`src/rtl/mem_access_stage.sv`:
```
// ---------------------------------------------------------------------------
// mem_access_stage
// Memory-access pipeline stage. Takes one instruction per valid/ready
// handshake from execute. Loads and stores go to the data-memory port
// through a request/response FSM with one access outstanding; all other
// instructions pass straight through. Every result is registered toward
// writeback, with load data lane-aligned and sign/zero-extended.
//
// Ports
//   clock, reset              : clock, synchronous active-high reset
//   flush_valid               : kill the in-flight instruction
//   instr_valid_from_upper / instr_ready_to_upper : upstream handshake
//   is_load, is_store, is_unsigned, ls_size, ls_address, store_data,
//   payload                   : operation from execute
//   mem_req_*                 : data-memory request channel
//   mem_resp_valid/_rdata     : data-memory response (always accepted)
//   instr_valid_to_lower / instr_ready_from_lower : downstream handshake
//   lower_payload, lower_opload_read_data_wb, lower_misaligned : result
// ---------------------------------------------------------------------------
module mem_access_stage #(
    parameter int unsigned PAYLOAD_W = 256
) (
    input  logic                 clock,
    input  logic                 reset,
    input  logic                 flush_valid,
    input  logic                 instr_valid_from_upper,
    output logic                 instr_ready_to_upper,
    input  logic                 is_load,
    input  logic                 is_store,
    input  logic                 is_unsigned,
    input  logic [3:0]           ls_size,
    input  logic [63:0]          ls_address,
    input  logic [63:0]          store_data,
    input  logic [PAYLOAD_W-1:0] payload,
    output logic                 mem_req_valid,
    input  logic                 mem_req_ready,
    output logic                 mem_req_write,
    output logic [63:0]          mem_req_addr,
    output logic [63:0]          mem_req_wdata,
    output logic [7:0]           mem_req_wmask,
    input  logic                 mem_resp_valid,
    input  logic [63:0]          mem_resp_rdata,
    output logic                 instr_valid_to_lower,
    input  logic                 instr_ready_from_lower,
    output logic [PAYLOAD_W-1:0] lower_payload,
    output logic [63:0]          lower_opload_read_data_wb,
    output logic                 lower_misaligned
);

    localparam int unsigned XLEN   = 64;
    localparam int unsigned MASK_W = 8;
    localparam int unsigned SIZE_W = 4;
    localparam int unsigned OFF_W  = 3;

    typedef enum logic [1:0] {
        IDLE  = 2'd0,
        REQ   = 2'd1,
        WAIT  = 2'd2,
        DRAIN = 2'd3
    } state_t;

    state_t state, state_next;

    // Latched memory operation (drives the request channel while in REQ)
    logic                 op_write,    op_write_next;
    logic                 op_unsigned, op_unsigned_next;
    logic [SIZE_W-1:0]    op_size,     op_size_next;
    logic [OFF_W-1:0]     op_off,      op_off_next;
    logic [XLEN-1:0]      op_addr,     op_addr_next;
    logic [XLEN-1:0]      op_wdata,    op_wdata_next;
    logic [MASK_W-1:0]    op_wmask,    op_wmask_next;
    logic [PAYLOAD_W-1:0] op_payload,  op_payload_next;

    // Output register next values
    logic                 out_valid_next;
    logic [PAYLOAD_W-1:0] out_payload_next;
    logic [XLEN-1:0]      out_data_next;
    logic                 out_misaligned_next;

    // Decode helpers
    logic              is_mem;
    logic              size_onehot;
    logic              addr_unaligned;
    logic              misaligned;
    logic              accept;
    logic [MASK_W-1:0] size_mask;
    logic [XLEN-1:0]   shifted_rdata;
    logic [XLEN-1:0]   load_data;

    assign is_mem = is_load | is_store;

    // New work is taken only in IDLE and only when the output slot frees up
    assign instr_ready_to_upper = (state == IDLE) &
                                  (~instr_valid_to_lower | instr_ready_from_lower);
    assign accept = instr_valid_from_upper & instr_ready_to_upper & ~flush_valid;

    assign mem_req_valid = (state == REQ);
    assign mem_req_write = op_write;
    assign mem_req_addr  = op_addr;
    assign mem_req_wdata = op_wdata;
    assign mem_req_wmask = op_wmask;

    // Access-size decode and alignment check on the incoming op
    always_comb begin
        size_onehot    = 1'b1;
        addr_unaligned = 1'b0;
        size_mask      = '0;
        case (ls_size)
            4'b0001: size_mask = 8'h01;
            4'b0010: begin
                size_mask      = 8'h03;
                addr_unaligned = ls_address[0];
            end
            4'b0100: begin
                size_mask      = 8'h0F;
                addr_unaligned = |ls_address[1:0];
            end
            4'b1000: begin
                size_mask      = 8'hFF;
                addr_unaligned = |ls_address[2:0];
            end
            default: size_onehot = 1'b0;
        endcase
        misaligned = is_mem & (addr_unaligned | ~size_onehot);
    end

    // Response lane extraction and extension for the latched load
    always_comb begin
        shifted_rdata = mem_resp_rdata >> {op_off, 3'b000};
        case (op_size)
            4'b0001: load_data = op_unsigned ? XLEN'(shifted_rdata[7:0])
                                             : {{56{shifted_rdata[7]}}, shifted_rdata[7:0]};
            4'b0010: load_data = op_unsigned ? XLEN'(shifted_rdata[15:0])
                                             : {{48{shifted_rdata[15]}}, shifted_rdata[15:0]};
            4'b0100: load_data = op_unsigned ? XLEN'(shifted_rdata[31:0])
                                             : {{32{shifted_rdata[31]}}, shifted_rdata[31:0]};
            default: load_data = shifted_rdata;
        endcase
    end

    // Next-state, latched-op and output-register logic
    always_comb begin
        state_next          = state;
        op_write_next       = op_write;
        op_unsigned_next    = op_unsigned;
        op_size_next        = op_size;
        op_off_next         = op_off;
        op_addr_next        = op_addr;
        op_wdata_next       = op_wdata;
        op_wmask_next       = op_wmask;
        op_payload_next     = op_payload;
        out_valid_next      = instr_valid_to_lower;
        out_payload_next    = lower_payload;
        out_data_next       = lower_opload_read_data_wb;
        out_misaligned_next = lower_misaligned;

        // Consumed downstream: valid drops, data fields hold
        if (instr_valid_to_lower & instr_ready_from_lower) begin
            out_valid_next = 1'b0;
        end

        case (state)
            IDLE: begin
                if (accept) begin
                    if (is_mem & ~misaligned) begin
                        op_write_next    = is_store;
                        op_unsigned_next = is_unsigned;
                        op_size_next     = ls_size;
                        op_off_next      = ls_address[2:0];
                        op_addr_next     = {ls_address[XLEN-1:3], 3'b000};
                        op_wdata_next    = store_data << {ls_address[2:0], 3'b000};
                        op_wmask_next    = size_mask << ls_address[2:0];
                        op_payload_next  = payload;
                        state_next       = REQ;
                    end else begin
                        out_valid_next      = 1'b1;
                        out_payload_next    = payload;
                        out_data_next       = '0;
                        out_misaligned_next = misaligned;
                    end
                end
            end
            REQ: begin
                // An accepted request still owes a response, so flush must drain it
                if (flush_valid) begin
                    state_next = mem_req_ready ? DRAIN : IDLE;
                end else if (mem_req_ready) begin
                    state_next = WAIT;
                end
            end
            WAIT: begin
                if (mem_resp_valid) begin
                    state_next = IDLE;
                    if (~flush_valid) begin
                        out_valid_next      = 1'b1;
                        out_payload_next    = op_payload;
                        out_data_next       = op_write ? '0 : load_data;
                        out_misaligned_next = 1'b0;
                    end
                end else if (flush_valid) begin
                    state_next = DRAIN;
                end
            end
            DRAIN: begin
                // The single owed response retires the drain even under flush
                if (mem_resp_valid) begin
                    state_next = IDLE;
                end
            end
            default: state_next = IDLE;
        endcase

        if (flush_valid) begin
            out_valid_next = 1'b0;
        end
    end

    // State and register update
    always_ff @(posedge clock) begin
        if (reset) begin
            state                     <= IDLE;
            op_write                  <= 1'b0;
            op_unsigned               <= 1'b0;
            op_size                   <= '0;
            op_off                    <= '0;
            op_addr                   <= '0;
            op_wdata                  <= '0;
            op_wmask                  <= '0;
            op_payload                <= '0;
            instr_valid_to_lower      <= 1'b0;
            lower_payload             <= '0;
            lower_opload_read_data_wb <= '0;
            lower_misaligned          <= 1'b0;
        end else begin
            state                     <= state_next;
            op_write                  <= op_write_next;
            op_unsigned               <= op_unsigned_next;
            op_size                   <= op_size_next;
            op_off                    <= op_off_next;
            op_addr                   <= op_addr_next;
            op_wdata                  <= op_wdata_next;
            op_wmask                  <= op_wmask_next;
            op_payload                <= op_payload_next;
            instr_valid_to_lower      <= out_valid_next;
            lower_payload             <= out_payload_next;
            lower_opload_read_data_wb <= out_data_next;
            lower_misaligned          <= out_misaligned_next;
        end
    end

endmodule

```
`config.mk`:
```
export PLATFORM = sky130hd
export DESIGN_NAME = mem_access_stage
export DESIGN_NICKNAME = d
export VERILOG_FILES = /design/src/rtl/mem_access_stage.sv
export SDC_FILE = /design/constraint.sdc
export NUM_CORES = 2
export LEC_CHECK = 0
export BUFFER_PORTS_ARGS = -buffer_cell sky130_fd_sc_hd__buf_2
export CAP_MARGIN = 40
export CORE_MARGIN = 5
export CORE_UTILIZATION = 25
export DETAILED_ROUTE_END_ITERATION = 16
export PLACE_DENSITY_LB_ADDON = 0.3
export SETUP_SLACK_MARGIN = 0.15
export SLEW_MARGIN = 20
export SYNTH_ARGS = -nofsm -noshare
export SYNTH_HDL_FRONTEND = slang
export SYNTH_SLANG_ARGS = --single-unit
```
`constraint.sdc`:
```
create_clock -name clock -period 7.1 [get_ports clock]
set_input_delay 1.065 -clock clock [delete_from_list [all_inputs] [get_ports clock]]
set_output_delay 1.065 -clock clock [all_outputs]
set_load 0.02 [all_outputs]
```
==> impl_metrics.tcl <==
set metrics [dict create \
    maxSlewViolCount 0 \
    vias_per_cell 4.77 \
    worstSkewPairLatency_ps 670 \
    synth_top_area_share 0.474 \
    hold_buffers 0 \
    crit_family "simple AND/OR/NAND/NOR gates" \
    setup_viol 0 \
    slowest_delay_ps 780 \
    drt_iter0_drc 2398 \
    ios 923 \
    crit_slowest_cell "nor3b_1" \
    clock_skew_ps 65.0 \
    place_congestion 0.890 \
    htreeDepth 3 \
    grt-ovfl-total 0 \
    ys.flop_type "dfxtp_1" \
    setup_slack_ps 3180 \
    synthArstFlopShare 0 \
    rows 128 \
    drv_cap 0 \
    cts_tree "done" \
    track_usage 0.174 \
    power.density_mw_per_mm2 259 \
    core_mm2 0.122 \
    routed_wl_um 120000 \
    cts_resized 0 \
    p_total_mw 10.1 \
    clock-sinks 722 \
    pre_cts_slack_ps 2860 \
    crit_top_cell "buf_12" \
    critPathKind "reg -> reg" \
    ir_worst_vdd_uv 201 \
    hold_viol 0 \
    p_leak_nw 15.9 \
    syn_area_mm2 0.0305 \
    grt_max_degree 235 \
    cp_max_fo 176 \
    io_buffers 919 \
    dp_hpwl_um 81400 \
    rsz0062_at_grt "no" \
    p_clk_frac 0.449 \
    grt_pass1_wl_um 178000 \
    clock-root-buffer "clkbuf_16" \
    numCtsBuffers 86 \
    layout_min_cycle_time_ps 3920 \
    die_h_um 359 \
    seq_area_frac_synth 0.474 \
    synth_top_cells_by_area "dfxtp_1 47%, nand2_1 16%, a21oi_1 7.5%, a311oi_1 7.4%, nor2_1 4.3%" \
    ant_nets 0 \
    required_ps 7650 \
    drc 0 \
    worstMarginPinSlew_ps 1350 \
    synth_cells 3906 \
    nets 5066 \
    swShare 0.280 \
    end_kind "flop" \
    ctsLongestPathBuffers 3 \
    placed_area_mm2 0.0362 \
    hold_path.class "reg -> reg" \
    fin_crit_sh 0.553 \
    yosys.area.top_type "dfxtp_1" \
    path_cells "nand2b_4 > nor3b_1 > nand2b_1 > o41a_2 > buf_12 > buf_12 > nor2_1 > a311oi_1" \
    max_slew_margin 0.0993 \
    clk_transition_reported_paths_ps 60 \
    seqPwrFrac 0.425 \
    syn_avg_cell_area_um2 7.81 \
    status "completed" \
    start_util 0.251 \
    power.internal_mw 7.31 \
    design_area_mm2 0.0392 \
    synth-edff-count 0 \
    synthToLayoutAreaGrowth_pct 28.5 \
    synth.distinct_cells 53 \
    fmaxAchievable_ghz 0.255 \
    synth_warnings 0 \
    grt_pass1_vias 28000 \
    dieArea_mm2 0.129 \
    antenna_found_initial 40 \
    wire_per_inst_um 19.0 \
    p_comb_frac 0.125 \
    post_cts_buffers 0 \
    final_core_util 0.323 \
    critPathLaunchType "flop" \
    power.net_switching_mw 2.84 \
    drive_gt1_frac 0.250 \
    vias 30200 \
    ys_ff_latch 722 \
    cp.arrival_ps 4470 \
    drtPass1Iterations 5 \
    tns_ps 0 \
    path_buf_inv 2 \
    die_w_um 359 \
]
==> cell families (layout without fill, tap and decap cells) <==
group | Yosys count | count (layout) | share of synthesized area
simple gates | 1740 | 1740 | 0.223
other cells | 1 | 31 | 0.000123
mux | 152 | 152 | 0.0523
buf+inv | 359 | 1125 | 0.0503
flops | 722 | 722 | 0.474
compound gates | 927 | 927 | 0.199
xor+xnor | 5 | 5 | 0.00143
==> stage by stage <==
step,instances,hold slack (ps)
2_1_floorplan,3908,432
3_3_place_gp,6135,434
3_5_place_dp,6139,440
4_1_cts,6297,417
5_1_grt,6320,458
6_report,6327,419
==> sequential cells by signal (all words and copies together) (netlist names) <==
name / cells
mem_req_wmask: 8
mem_req_write: 1
mem_req_addr: 61
op_payload: 256
op_off: 3
state: 2
lower_payload: 256
lower_opload_read_data_wb: 64
op_unsigned: 1
mem_req_wdata: 64
instr_valid_to_lower: 1
op_size: 4
lower_misaligned: 1
==> tightest hold or removal path: stages (launching register included) <==
cell and delay [ps]:
dfxtp_1 300, nand2_1 50, a311oi_1 70
==> cell usage after synthesis (2+ instances only) <==
library cell	number
and3b_1	2
a211oi_1	44
nor4_2	2
nor2_1	352
buf_1	15
inv_1	2
mux2i_1	109
or4_1	3
or2_2	7
a21o_1	8
xor2_1	4
clkbuf_1	216
nand2_1	1280
buf_4	3
nand3_1	16
and3_1	2
o21ai_0	66
a2bb2oi_1	8
o2bb2ai_1	15
mux2_2	41
or3_1	15
and2_1	4
nor4b_1	2
o22ai_1	7
a21oi_1	459
nand2b_1	8
a21oi_2	2
mux4_2	2
nor2b_1	9
nor3b_1	3
a311oi_1	258
o211ai_1	10
buf_2	118
nor3_1	16
dfxtp_1	722
buf_6	4
o21a_1	2
nand3b_1	16
a22o_1	40
==> metal layers <==
metal  vias up  part of all wire  GRT usage
met5         -            0.0013          0
met1     14300              0.43      0.221
met3       218             0.073     0.0509
li1      14800                 -          -
met4        26             0.038     0.0783
met2       899              0.46      0.274
==> worst paths after layout <==
check | start | endpoint | slack, ps | cells after the start
worst max-delay path | state[1] | lower_payload[21] | 3180 | 8
worst min-delay path | op_payload[237] | lower_payload[237] | 420 | 2
worst max register to register | state[1] | lower_payload[21] | 3180 | 8
worst min register to register | op_payload[237] | lower_payload[237] | 420 | 2
==> layout by cell type (no fill, tap or decap), drive strengths merged, types with 20 or more instances in the layout <==
cell type and n:
a211oi 44, mux2 41, o21ai 66, a22o 40, clkinv 20, nand2 1280
clkbuf 126, a311oi 258, nor2 352, diode 28, mux2i 109, a21oi 461
buf 964, dfxtp 722
==> power by group through the flow <==
stage               Combinational [mW]  Sequential [mW]  Clock (mW)
global route                      1.39             4.33        4.87
detailed placement                1.27             4.40           0
finish                            1.27             4.31        4.56
floorplan                        0.584             4.56           0
CTS                               1.27             4.31        4.71
global placement                  1.26             4.40           0
==> area by class of cell <==
type                    instances  area, µm²
well taps                    1625       2030
inverters                       3       11.3
clock buffers                 126       2530
repair buffers                964       5140
fillers                     13000      82300
clock inverters                32        377
diodes                         28       70.1
flip-flops and latches        722      14500
multi-input cells            2827      14600
(Power assumes the default switching activity.)
